### config.mk
export PLATFORM = sky130hd
export DESIGN_NAME = ryu_motion_ctrl
export DESIGN_NICKNAME = d
export VERILOG_FILES = /design/src/rtl/ryu_motion_ctrl.sv
export SDC_FILE = /design/constraint.sdc
export NUM_CORES = 1
export LEC_CHECK = 0
export ABC_AREA = 1
export ABC_CLOCK_PERIOD_IN_PS = 4340
export CAP_MARGIN = 20
export CORE_UTILIZATION = 38
export DETAILED_ROUTE_END_ITERATION = 8
export DONT_BUFFER_PORTS = 1
export HOLD_SLACK_MARGIN = 0.1
export MAX_ROUTING_LAYER = met4
export PLACE_DENSITY_LB_ADDON = 0.25
export SYNTH_ARGS = -nofsm -noshare
export SYNTH_HDL_FRONTEND = slang
export SYNTH_SLANG_ARGS = --single-unit
### constraint.sdc
create_clock -name vga_clk -period 4.34 [get_ports vga_clk]
set_input_delay 0.217 -clock vga_clk [delete_from_list [all_inputs] [get_ports vga_clk]]
set_output_delay 0.217 -clock vga_clk [all_outputs]
set_load 0.01 [all_outputs]
### src/rtl/ryu_motion_ctrl.sv
// Ryu character controller: once per video frame (vsync falling edge) it
// decodes the player keys into a STAND/PUNCH/JUMP state machine, moves the
// sprite horizontally with clamping, and runs a gravity-driven jump arc.
// Every output is registered and changes only on the frame update cycle.
module ryu_motion_ctrl #(
    parameter int X_INIT       = 100,
    parameter int X_MIN        = 0,
    parameter int X_MAX        = 560,
    parameter int X_STEP       = 2,
    parameter int GROUND_Y     = 300,
    parameter int PUNCH_FRAMES = 12,
    parameter int JUMP_V0      = 12,
    parameter int GRAVITY      = 1
) (
    input  logic       vga_clk,
    input  logic       reset_n,
    input  logic       vsync,
    input  logic       key_left,
    input  logic       key_right,
    input  logic       key_punch,
    input  logic       key_jump,
    output logic [9:0] RyuX,
    output logic [9:0] RyuY,
    output logic [2:0] sprite,
    output logic       frame_tick
);

    typedef enum logic [1:0] {
        ST_STAND = 2'd0,
        ST_PUNCH = 2'd1,
        ST_JUMP  = 2'd2
    } state_t;

    localparam int CNT_W = $clog2(PUNCH_FRAMES + 1);

    localparam logic [2:0] SPR_STAND = 3'd0;
    localparam logic [2:0] SPR_PUNCH = 3'd1;
    localparam logic [2:0] SPR_JUMP  = 3'd2;

    // 11-bit signed views of the geometry so clamping never wraps
    localparam logic signed [10:0] XMIN_S   = 11'(X_MIN);
    localparam logic signed [10:0] XMAX_S   = 11'(X_MAX);
    localparam logic signed [10:0] STEP_S   = 11'(X_STEP);
    localparam logic signed [10:0] GROUND_S = 11'(GROUND_Y);
    localparam logic signed [7:0]  V0_S     = 8'(JUMP_V0);
    localparam logic signed [7:0]  GRAV_S   = 8'(GRAVITY);
    localparam logic [CNT_W-1:0]   PUNCH_LAST = CNT_W'(PUNCH_FRAMES - 1);

    state_t             state_q;
    logic [9:0]         x_q;
    logic [9:0]         y_q;
    logic signed [7:0]  vel_q;
    logic [CNT_W-1:0]   cnt_q;
    logic [2:0]         sprite_q;
    logic               vsync_d_q;
    logic               frame_tick_q;

    logic               tick_d;
    logic signed [10:0] x_ext;
    logic signed [10:0] x_lft;
    logic signed [10:0] x_rgt;
    logic [9:0]         x_mv_d;
    logic signed [10:0] y_ext;
    logic signed [10:0] vel_ext;
    logic signed [10:0] ny_d;
    logic               land_d;

    // Falling edge of the active-low vsync marks the start of a frame update
    assign tick_d = vsync_d_q & ~vsync;

    // Candidate horizontal position and jump-arc next Y for this frame
    always_comb begin
        x_ext   = {1'b0, x_q};
        x_lft   = x_ext - STEP_S;
        x_rgt   = x_ext + STEP_S;
        x_mv_d  = x_q;
        if (key_left && !key_right) begin
            x_mv_d = (x_lft < XMIN_S) ? XMIN_S[9:0] : x_lft[9:0];
        end else if (key_right && !key_left) begin
            x_mv_d = (x_rgt > XMAX_S) ? XMAX_S[9:0] : x_rgt[9:0];
        end
        y_ext   = {1'b0, y_q};
        vel_ext = {{3{vel_q[7]}}, vel_q};
        ny_d    = y_ext - vel_ext;
        land_d  = (ny_d >= GROUND_S);
    end

    // vsync edge detector and the one-cycle frame pulse
    always_ff @(posedge vga_clk or negedge reset_n) begin
        if (!reset_n) begin
            vsync_d_q    <= 1'b1;
            frame_tick_q <= 1'b0;
        end else begin
            vsync_d_q    <= vsync;
            frame_tick_q <= tick_d;
        end
    end

    // Character state machine; keys are only looked at on the tick cycle
    always_ff @(posedge vga_clk or negedge reset_n) begin
        if (!reset_n) begin
            state_q  <= ST_STAND;
            x_q      <= 10'(X_INIT);
            y_q      <= GROUND_S[9:0];
            vel_q    <= '0;
            cnt_q    <= '0;
            sprite_q <= SPR_STAND;
        end else if (tick_d) begin
            case (state_q)
                ST_STAND: begin
                    x_q <= x_mv_d;
                    if (key_jump) begin
                        state_q  <= ST_JUMP;
                        vel_q    <= V0_S;
                        sprite_q <= SPR_JUMP;
                    end else if (key_punch) begin
                        state_q  <= ST_PUNCH;
                        cnt_q    <= PUNCH_LAST;
                        sprite_q <= SPR_PUNCH;
                    end else begin
                        sprite_q <= SPR_STAND;
                    end
                end
                ST_PUNCH: begin
                    // X frozen and keys ignored until the punch runs out
                    if (cnt_q == '0) begin
                        state_q  <= ST_STAND;
                        sprite_q <= SPR_STAND;
                    end else begin
                        cnt_q <= cnt_q - CNT_W'(1);
                    end
                end
                ST_JUMP: begin
                    x_q <= x_mv_d;
                    if (land_d) begin
                        y_q      <= GROUND_S[9:0];
                        vel_q    <= '0;
                        state_q  <= ST_STAND;
                        sprite_q <= SPR_STAND;
                    end else begin
                        y_q   <= ny_d[9:0];
                        vel_q <= vel_q - GRAV_S;
                    end
                end
                default: begin
                    state_q  <= ST_STAND;
                    sprite_q <= SPR_STAND;
                end
            endcase
        end
    end

    assign RyuX       = x_q;
    assign RyuY       = y_q;
    assign sprite     = sprite_q;
    assign frame_tick = frame_tick_q;

endmodule

# ---- After elaboration in Yosys (flattened, before gate mapping)
# Cells that the tools add are included.
# Widths: inputs -> output; s select.
dict set report word_totals {
  in_bits 7
  register_bits 39
  out_inout_bits 24
  wordCells 65
}
dict set report classes {
  mux 22
  addsub 5
  reduce_logical 16
  bitwise 2
  eq_ne 9
  order_cmp 3
}
# op count
set op_table {}
lappend op_table {{$mux 10} 5}
lappend op_table {{$mux 8} 2}
lappend op_table {{$pmux 8 s2} 1}
lappend op_table {{$mux 4} 3}
lappend op_table {{$ne 2x2->1 const B} 6}
lappend op_table {{$add 10x2->11 const B} 1}
lappend op_table {{$ge 11x10->1 const B} 1}
lappend op_table {{$gt 11x11->1 const B} 1}
lappend op_table {{$lt 11x1->1 const B} 1}
lappend op_table {{$sub 10x2->11 const B} 1}
lappend op_table {{$sub 11x8->11} 1}
lappend op_table {{$mux 2} 5}
lappend op_table {{$pmux 3 s3} 1}
lappend op_table {{$reduce_and 3->1} 3}
lappend op_table {{$pmux 4 s2} 1}
lappend op_table {{$sub 8x2->8 const B} 1}
lappend op_table {{$mux 3} 2}
lappend op_table {{$pmux 2 s3} 1}
lappend op_table {{$reduce_bool 2->1} 3}
lappend op_table {{$reduce_and 5->1} 1}
lappend op_table {{$logic_not 4->1} 1}
lappend op_table {{$reduce_and 4->1} 1}
lappend op_table {{$sub 4x1->4 const B} 1}
lappend op_table {{$ne 3x3->1 const B} 1}
lappend op_table {{10 further kinds} 12}

# ---- Logic depth before layout (Yosys ltp)
# Gate-level depths: netlist (run 1).
dict set report depth {
  word_depth 5
  ltp_mapped 17
  mapped_depth_nobuf 17
}

# ---- Least setup slack after synthesis (run 1)
# No wires, ideal clock.
dict set report synth_path {
  path_type {flip-flop to flip-flop}
  from {register y_q[0], in the netlist RyuY[0]}
  to {register sprite_q[1], in the netlist sprite[1]}
  required_time_ns 4.220
  setup_ns 0.120
  synth_period_minus_slack_ns 2.242
  path_stages_with_launch 16
  t_arrival_ns 2.122
  setup_slack_ns 2.098
  cell_sequence {dfrtp_1 inv_1 ha_1 fa_1 nand3b_1 nand2_1 nand2_1 nand2_1 xor2_1 nand2_1 nand2_1 nand2_2 nand2_1 nand3_1 nand2_1 nand2_1}
}
dict set report synth_between {
  elab_chain_len 4
}
# element line_no
set synth_lines {}
lappend synth_lines {{from (decl)} 51} ;# logic [9:0] y_q;
lappend synth_lines {{from (signal assigned)} 104} ;# y_q <= GROUND_S[9:0];
lappend synth_lines {{from (signal assigned)} 136} ;# y_q <= GROUND_S[9:0];
lappend synth_lines {{from (signal assigned)} 141} ;# y_q <= ny_d[9:0];
lappend synth_lines {{$sub 11x8->11} 84} ;# ny_d = y_ext - vel_ext;
lappend synth_lines {{$ge 11x10->1} 85} ;# land_d = (ny_d >= GROUND_S);
lappend synth_lines {{$ne 2x2->1 (no source line)} -}
lappend synth_lines {{$reduce_and 3->1 (no source line)} -}
lappend synth_lines {{to (signal assigned)} 107} ;# sprite_q <= SPR_STAND;
lappend synth_lines {{to (signal assigned)} 115} ;# sprite_q <= SPR_JUMP;
lappend synth_lines {{to (signal assigned)} 119} ;# sprite_q <= SPR_PUNCH;
lappend synth_lines {{to (decl)} 54} ;# logic [2:0] sprite_q;
# Every way passes these cells.
# A chain may end at the register's enable or synchronous reset.

# ---- Final worst setup path (run 1)
dict set report layout_path {
  from {register y_q[0], in the netlist RyuY[0]}
  to {register sprite_q[0], in the netlist sprite[0]}
}
# Same word-level chain as after synthesis.

==> results_dict.tcl, run 1 <==
set metrics [dict create \
    dp_cells 417 \
    grtUsageTotal_pct 17.7 \
    netlist_area_mm2 0.00258 \
    clk_pin_slew_ps 90 \
    power_frac_comb_pct 55.9 \
    antenna_found_initial 0 \
    postSynthCellCount 344 \
    cellPowerDensity_mw_per_mm2 834 \
    critPathLaunchType "flop" \
    total_power_mw 2.33 \
    async_flop_share_pct 100 \
    wire_per_inst_um 13.3 \
    required_ps 4530 \
    nets 373 \
    hold_violations 0 \
    r2r_cells 15 \
    fin_ws_ps 1830 \
    arrival_ps 2710 \
    clk_latency_ps 300 \
    die_h_um 84.4 \
    cts_root_buffer "clkbuf_8" \
    ys_ff_latch 37 \
    tightest_slew_ps 568 \
    status "finished with violations" \
    post_cts.resized_instances 0 \
    grt_pass1_wl_mm 9.75 \
    critPathLaunch "RyuY[0]" \
    h-tree-depth 2 \
    p_int_mw 1.17 \
    synth.most_common_cell "nand2_1" \
    yosys-top-cells-area "dfrtp_1 (28%), nand2_1 (11%), dfstp_2 (8.1%), inv_1 (7.6%), ha_1 (7.3%)" \
    rsz0062_at_grt "false" \
    worst_hold_slack_ps 136 \
    period_needed_ps 2510 \
    final_layout_size_suffix_gt1_share_pct 9.12 \
    p_switching_mw 1.17 \
    worstReg2RegStart "RyuY[0]" \
    synth_flop_cell "dfrtp_1" \
    first_iter_violations 108 \
    start_util_pct 39.9 \
    syn_to_final_growth_pct 8.44 \
    seq_area_frac_synth_pct 36.3 \
    cts_buffers 5 \
    antenna_left 0 \
    grt_max_degree 38 \
    place_ws_ps 1840 \
    ys_top_cells_by_count "nand2_1 (79), inv_1 (52), nor2_1 (39)" \
    syn_area_per_cell_um2 7.50 \
    grt_pass1_vias 2101 \
    setup_viol 0 \
    cp-end-kind "flop" \
    utilization_pct 43.3 \
    yosys.area.top_type "dfrtp_1" \
    timing.rr.end "sprite[0]" \
    placedInstanceArea_mm2 0.00264 \
    holdCritPathClass "input port to flop" \
    post-route-period-util_pct 57.9 \
    core-area_mm2 0.00646 \
    synth_edf_count 0 \
    dp_hpwl_mm 4.14 \
    rrSetupSlack_ps 1830 \
    path_class "flop to flop" \
    drc 8 \
    via_count 2174 \
    via_per_inst 5.08 \
    pin_count 31 \
    clock_sinks 37 \
    cp-endpoint "sprite[0]" \
    netlist.area_leader.share_pct 28.1 \
    die_area_mm2 0.00712 \
    gp_congestion 0.894 \
    clkPwrFrac_pct 13.5 \
    cap_violations 0 \
    setup-tns-final_ps 0 \
    post_cts_buffers 0 \
    ys_types 38 \
    fp.dieW_um 84.4 \
    failed_checks "design-rule violations" \
    fin_worst_skew_ps 8.56 \
    cp_max_fo 5 \
    antenna_cells 0 \
    p_leak_nw 1.41 \
    power_frac_seq_pct 30.6 \
    routed_wl_mm 5.68 \
    maxSlewViolCount 0 \
    clockBufferDepth 2 \
    firstDrtPassIters 6 \
    numPortBuffers 0 \
    ir_drop_mv 0.264 \
    fmax_mhz 398 \
    sw_frac_of_total_pct 50.0 \
    nFillCells 650 \
    cts_tree "yes" \
    grt.overflow.total 0 \
    final_cell_area_mm2 0.00280 \
    yosys_warnings 0 \
    core.rowCount 29 \
    slew_headroom_pct 61.9 \
    stdcell_count 428 \
]
-- critical path: stages (launching register included) --
cell and delay (ps):
dfrtp_1 400, inv_1 90, ha_1 230, fa_1 390
nand3b_1 190, nand2_1 130, nand2_1 70, nand2_1 100
xor2_1 190, nand2_1 70, nand2_1 70, nand2_2 80
nand2_1 160, nand3_1 120, nand2_1 80, nand2_1 50
-- flip-flops by register name (all words and copies together) (netlist names) --
register,count
sprite,2
RyuY,10
vel_q,8
RyuX,9
cnt_q,4
vsync_d_q,1
frame_tick,1
state_q,2
-- placed cells by master (no fill, tap or decap), drive strengths merged, types with 5 or more instances in the layout --
cell / instances
o21ai: 12
nor2: 42
o22ai: 6
dfstp: 8
nor3: 6
a22oi: 5
dfrtp: 29
nand2: 82
a21oi: 18
ha: 15
xor2: 17
clkbuf: 5
nand3: 21
inv: 54
-- power by group through the flow --
| stage | sequential, mW | combinational, mW | clock, mW |
|---|---|---|---|
| after floorplan | 0.670 | 1.08 | 0 |
| after global placement | 0.721 | 1.26 | 0 |
| after detailed placement | 0.723 | 1.28 | 0 |
| after CTS | 0.716 | 1.29 | 0.325 |
| after global routing | 0.743 | 1.51 | 0.336 |
| final | 0.714 | 1.30 | 0.315 |
-- routing by layer --
layer,vias up,part of all wire (%),global-route usage (%)
met5,-,0,-
met4,0,0.74,5.70
met3,4,5.8,4.33
met2,57,46,27.8
met1,993,48,22.4
li1,1120,-,-
-- final cells by class --
class	instances	area [um^2]	area share [%]
flip-flops and latches	37	936	33.5
clock buffers	5	68.8	2.46
repair buffers	3	40.0	1.43
well taps	77	96.3	3.44
inverters	55	206	7.38
multi-input cells	248	1400	50.2
clock inverters	3	46.3	1.65
-- how the worst min path moves through the flow --
stage	start	end	cells after the start
2_1_floorplan	reset_n	RyuX[1]	0
3_3_place_gp	reset_n	RyuX[3]	0
3_5_place_dp	reset_n	RyuX[3]	0
4_1_cts	key_jump	state_q[1]	2
5_1_grt	key_jump	state_q[1]	2
6_report	key_jump	state_q[1]	2
-- logic make-up after synthesis --
family          count (synthesis)  share of synthesized area (%)
compound gates                 52                           12.1
xor+xnor                       20                           6.79
fa+ha+maj                      16                           8.05
buf+inv                        60                           9.46
flops                          37                           36.3
other cells                     1                          0.145
simple gates                  158                           27.2
-- timing repair --
item / in CTS / in global routing
hold buffers: 3 / 0
endpoints found under the hold margin: 39 / 0
setup endpoints to repair: 0 / 0
No activity file was read; power rests on OpenSTA's default activity.
==> run 2, diff against run 1 <==
- ABC_AREA: 1 -> 0
- ABC_CLOCK_PERIOD_IN_PS: 4340 -> 2620
- clock period: 4.34 -> 2.62 ns (I/O delays scaled with it)
==> run 2 against run 1 <==
The flow now finishes without violations. Sequential power is 69% higher. Count of clock-buffer cells in the layout is 1 higher. Utilization is 2.7 points higher. Flip-flop and latch count stayed put. Hold slack worse by 39 ps. Register-to-register slack worse by 1700 ps. Clock skew is 3.7 ps lower. Power is 110% higher. Die area is 7.4% higher. Global-route usage is 1.5 points higher.
==> results_dict.tcl, run 2 <==
set metrics [dict create \
    synthAdderAreaFrac_pct 7.48 \
    synthXorXnorAreaFrac_pct 5.95 \
    die_area_mm2 0.00765 \
    grt.overflow.total 0 \
    firstDrtPassIters 4 \
    antenna_cells 0 \
    syn_to_final_growth_pct 14.6 \
    antenna_left 0 \
    h-tree-depth 2 \
    grt_pass1_wl_mm 11.1 \
    ys_types 60 \
    cts_tree "yes" \
    async_flop_share_pct 100 \
    cp_slowest_cell "dfstp_2" \
    pin_count 31 \
    critPathLaunchType "flop" \
    postSynthCellCount 328 \
    fp.dieW_um 87.5 \
    netlist.area_leader.share_pct 26.1 \
    via_per_inst 5.54 \
    grtUsageTotal_pct 19.2 \
    cp_max_fo 10 \
    routed_wl_mm 6.58 \
    period_needed_ps 2530 \
    path_cells "ha_1, o21ai_1, a21oi_4, o31a_1, o311ai_2, nand2_1, o21ai_4, buf_6, o31ai_1" \
    dp_hpwl_mm 4.65 \
    wire_per_inst_um 15.0 \
    cts_root_buffer "clkbuf_8" \
    synth_edf_count 0 \
    required_ps 2780 \
    setup-tns-final_ps 0 \
    final_cell_mix "nand2_1 (36), dfrtp_1 (29), nor2_1 (27), inv_1 (22), a21oi_1 (20)" \
    netlist_area_mm2 0.00278 \
    die_h_um 87.5 \
    fin_worst_skew_ps 4.83 \
    synth_top_family_by_area "compound AO/OA/AOI/OAI gates" \
    clock_sinks 37 \
    ys_ff_latch 37 \
    numPortBuffers 0 \
    status "finished clean" \
    clockBufferDepth 2 \
    drc 0 \
    utilization_pct 46.1 \
    yosys_warnings 0 \
    hold_violations 0 \
    arrival_ps 2690 \
    ys_top_cells_by_count "nand2_1 (36), dfrtp_1 (29), nor2_1 (27)" \
    synth_simple_gate_area_share_pct 22.1 \
    nets 364 \
    first_iter_violations 149 \
    cp-end-kind "flop" \
    gp_congestion 0.834 \
    synth.most_common_cell "nand2_1" \
    cts_buffers 5 \
    setup_viol 0 \
    clk_latency_ps 300 \
    syn_area_per_cell_um2 8.46 \
    p_leak_nw 1.31 \
    core-area_mm2 0.00691 \
    final_layout_size_suffix_gt1_share_pct 16.4 \
    grt_pass1_vias 2351 \
    largest_register_ff_count 10 \
    holdCritPathClass "input port to flop" \
    synth_flop_cell "dfrtp_1" \
    fmax_mhz 396 \
    cp_top_family "compound AO/OA/AOI/OAI gates" \
    clk_pin_slew_ps 80 \
    maxSlewViolCount 0 \
    via_count 2428 \
    path_buf_inv 1 \
    cap_violations 0 \
    final_common_cell "nand2_1" \
    synth_compound_area_share_pct 24.1 \
    start_util_pct 40.2 \
    slew_headroom_pct 59.2 \
    path_class "flop to flop" \
    slowest_delay_ps 580 \
    tightest_slew_ps 611 \
    post-route-period-util_pct 96.5 \
    yosys-top-cells-area "dfrtp_1 (26%), dfstp_2 (7.6%), ha_1 (6.8%), nand2_1 (4.9%), o31ai_1 (4.3%)" \
    yosys.area.top_type "dfrtp_1" \
    grt_max_degree 38 \
    antenna_found_initial 0 \
    ir_drop_mv 0.780 \
    seq_area_frac_synth_pct 33.7 \
    synthMuxAreaShare_pct 0.406 \
    cellPowerDensity_mw_per_mm2 1560 \
    core.rowCount 30 \
]
==> run 2: cell count changes after synthesis, sizes merged, moves of 6 or more <==
cell,change
nand2b,+9
xnor2,+8
nand2,-45
nand3,-9
nor2,-15
clkbuf,+15
nor3,+6
inv,-32
o31ai,+17
nor4,+6
xor2,-10
==> run 2: final timing paths <==
check / from / endpoint / slack [ps] / cells past startpoint
max: RyuY[3] / vel_q[0] / 90 / 9
min: key_jump / sprite[0] / 100 / 2
max reg2reg: RyuY[3] / vel_q[0] / 90 / 9
min reg2reg: vel_q[6] / vel_q[6] / 490 / 2
max in group asynchronous: reset_n / RyuY[2] / 2040 / 2
min in group asynchronous: reset_n / vel_q[3] / 330 / 2
==> run 2: power breakdown <==
part           switching (mW)  internal, mW  total [mW]
registers               0.369         0.841        1.21
logic                    1.75          1.45        3.20
clock network           0.230         0.310       0.540
==> run 2: through the flow <==
stage	instances	total power [mW]	cell area, um^2	setup slack (ps)	hold slack, ps
2_1_floorplan	329	3.43	2780	129	-165
3_3_place_gp	422	4.13	2930	53.6	-163
3_5_place_dp	422	4.17	2930	-75.1	-163
4_1_cts	436	4.77	3130	2.58	109
5_1_grt	438	5.36	3180	-6.17	108
6_report	438	4.95	3180	91.8	96.4
==> run 2: layout make-up <==
type	count	area (um^2)
Inverter	22	82.6
Sequential cell	37	936
Timing Repair Buffer	24	209
Tap cell	96	120
Multi-Input combinational cell	251	1710
Clock inverter	2	37.5
Fill cell	703	3730
Clock buffer	6	82.6
==> run 2: cell families after synthesis <==
logic type	Yosys count
muxes	1
DFF	37
and+or+nand+nor	122
xor gates and xnor gates	18
AOI/OAI and AO/OA	92
buffers and inverters	41
other	1
adders and majority gates	16
==> run 2: routing by layer <==
metal	global-route usage, %	vias up	wire length, um
li1	-	1208	-
met1	25.8	1165	3200
met2	28.5	51	2980
met3	3.98	4	344
met4	6.56	0	54
met5	-	-	0
==> run 2: repair_timing <==
item | in CTS | in global routing
setup buffers | 0 | 2
pin swaps | 1 | 3
endpoints found under the hold margin | 43 | 0
gates resized for setup | 2 | 10
hold buffers | 6 | 0
endpoints found under the setup margin | 13 | 17
==> run 3, diff against run 2 <==
--- a/config.mk
+++ b/config.mk
@@ -15,4 +15,5 @@
 export MAX_ROUTING_LAYER = met4
 export PLACE_DENSITY_LB_ADDON = 0.25
+export RECOVER_POWER = 50
 export SYNTH_ARGS = -nofsm -noshare
 export SYNTH_HDL_FRONTEND = slang
==> constraint.sdc (replaced) <==
create_clock -name vga_clk -period 2.62 [get_ports vga_clk]
set_input_delay 0.262 -clock vga_clk [delete_from_list [all_inputs] [get_ports vga_clk]]
set_output_delay 0.262 -clock vga_clk [all_outputs]
set_load 0.01 [all_outputs]
==> run 3 against run 2 <==
The run now ends with max-capacitance violations, max-slew violations left. Clock skew hardly changed. Sequential power is essentially flat. Critical path type unchanged. Utilization is 0.54 points lower. First-iteration DRC count is 13% lower. Largest power group unchanged.
==> results_dict.tcl, run 3 (synthesized netlist as in run 2, its figures left out) <==
set metrics [dict create \
    die_h_um 87.5 \
    required_ps 2780 \
    cts_buffers 5 \
    cp-end-kind "flop" \
    clk_pin_slew_ps 80 \
    utilization_pct 45.5 \
    largest_register_ff_count 10 \
    fin_worst_skew_ps 4.83 \
    clock_sinks 37 \
    holdCritPathClass "input port to flop" \
    nFillCells 708 \
    grt.overflow.total 0 \
    via_per_inst 5.54 \
    grt_pass1_vias 2333 \
    critPathLaunchType "flop" \
    pin_count 31 \
    gp_congestion 0.834 \
    period_needed_ps 2530 \
    h-tree-depth 2 \
    firstDrtPassIters 4 \
    numPortBuffers 0 \
    cts_tree "yes" \
    wire_per_inst_um 15.1 \
    grt_max_degree 38 \
    final_common_cell "nand2_1" \
    hold_violations 0 \
    final_layout_size_suffix_gt1_share_pct 16.2 \
    core-area_mm2 0.00691 \
    core.rowCount 30 \
    tightest_slew_ps 1710 \
    setup_viol 0 \
    slew_headroom_pct -14.1 \
    cellPowerDensity_mw_per_mm2 1570 \
    die_area_mm2 0.00765 \
    antenna_left 0 \
    grtUsageTotal_pct 19.1 \
    arrival_ps 2690 \
    routed_wl_mm 6.55 \
    start_util_pct 40.2 \
    syn_to_final_growth_pct 13.2 \
    cap_violations 1 \
    drc 0 \
    grt_pass1_wl_mm 11.0 \
    total_power_mw 4.94 \
    clk_latency_ps 300 \
    cp_max_fo 10 \
    failed_checks "max-capacitance violations, max-slew violations" \
    fmax_mhz 396 \
    path_class "flop to flop" \
    seq_area_um2 936 \
    final_cell_mix "nand2_1 (36), dfrtp_1 (29), nor2_1 (27), inv_1 (22), a21oi_1 (20)" \
    maxSlewViolCount 38 \
    p_leak_nw 1.30 \
    cts_root_buffer "clkbuf_8" \
    multi_input_area_mm2 0.00171 \
    via_count 2412 \
    antenna_cells 0 \
    dp_hpwl_mm 4.65 \
    ir_drop_mv 0.778 \
    post-route-period-util_pct 96.5 \
    antenna_found_initial 0 \
    nets 361 \
    clockBufferDepth 2 \
    status "finished with violations" \
    first_iter_violations 129 \
    fp.dieW_um 87.5 \
]
run 3: worst paths after layout:
path	from	end	cells past startpoint	slack [ps]
min in group asynchronous	reset_n	vel_q[3]	2	1100
hold reg to reg	vel_q[6]	vel_q[6]	2	490
hold / removal	key_punch	state_q[0]	2	160
setup / recovery	RyuY[3]	vel_q[0]	9	90
setup reg to reg	RyuY[3]	vel_q[0]	9	90
max in group asynchronous	reset_n	RyuY[4]	2	540
run 3: metal layers:
layer / wire (um) / part of all wire, % / GRT usage [%]
met5: 0 / 0 / -
met1: 3190 / 49 / 25.7
met3: 321 / 4.9 / 3.98
met4: 64 / 0.98 / 6.56
met2: 2980 / 45 / 28.3
run 3: per-stage QoR:
| stage | TNS [ps] | std cells | setup slack (ps) | instance area [um^2] | hold WS (ps) |
|---|---|---|---|---|---|
| floorplan | 0 | 329 | 129 | 2780 | -33.6 |
| global placement | 0 | 422 | 53.6 | 2930 | -32.2 |
| detailed placement | -273 | 422 | -75.1 | 2930 | -32.4 |
| CTS | 0 | 433 | 2.58 | 3100 | 143 |
| global route | -13.7 | 435 | -6.17 | 3140 | 192 |
| finish | 0 | 435 | 92.9 | 3140 | 159 |
run 3: worst max-delay path, stage by stage (launching register included):
cell	delay [ps]
dfstp_2	580
ha_1	250
o21ai_1	220
a21oi_4	60
o31a_1	350
o311ai_2	370
nand2_1	190
o21ai_4	110
buf_6	170
o31ai_1	90
run 3: repair_timing:
| item | in CTS | in global routing |
|---|---|---|
| gates resized for setup | 2 | 10 |
| setup endpoints to repair | 13 | 17 |
| pin swaps | 1 | 3 |
| hold buffers | 3 | 0 |
| hold endpoints to repair | 38 | 0 |
| buffers inserted | 0 | 2 |
run 3: area by class of cell:
class	count	share of cell area, %
clock buffers	6	2.63
clock inverters	2	1.19
inverters	22	2.63
multi-input cells	251	54.5
flip-flops and latches	37	29.8
well taps	96	3.82
repair buffers	21	5.45
run 3: power by group:
group | internal [mW] | switching [mW]
Combinational | 1.45 | 1.75
Clock | 0.310 | 0.231
Sequential | 0.841 | 0.369
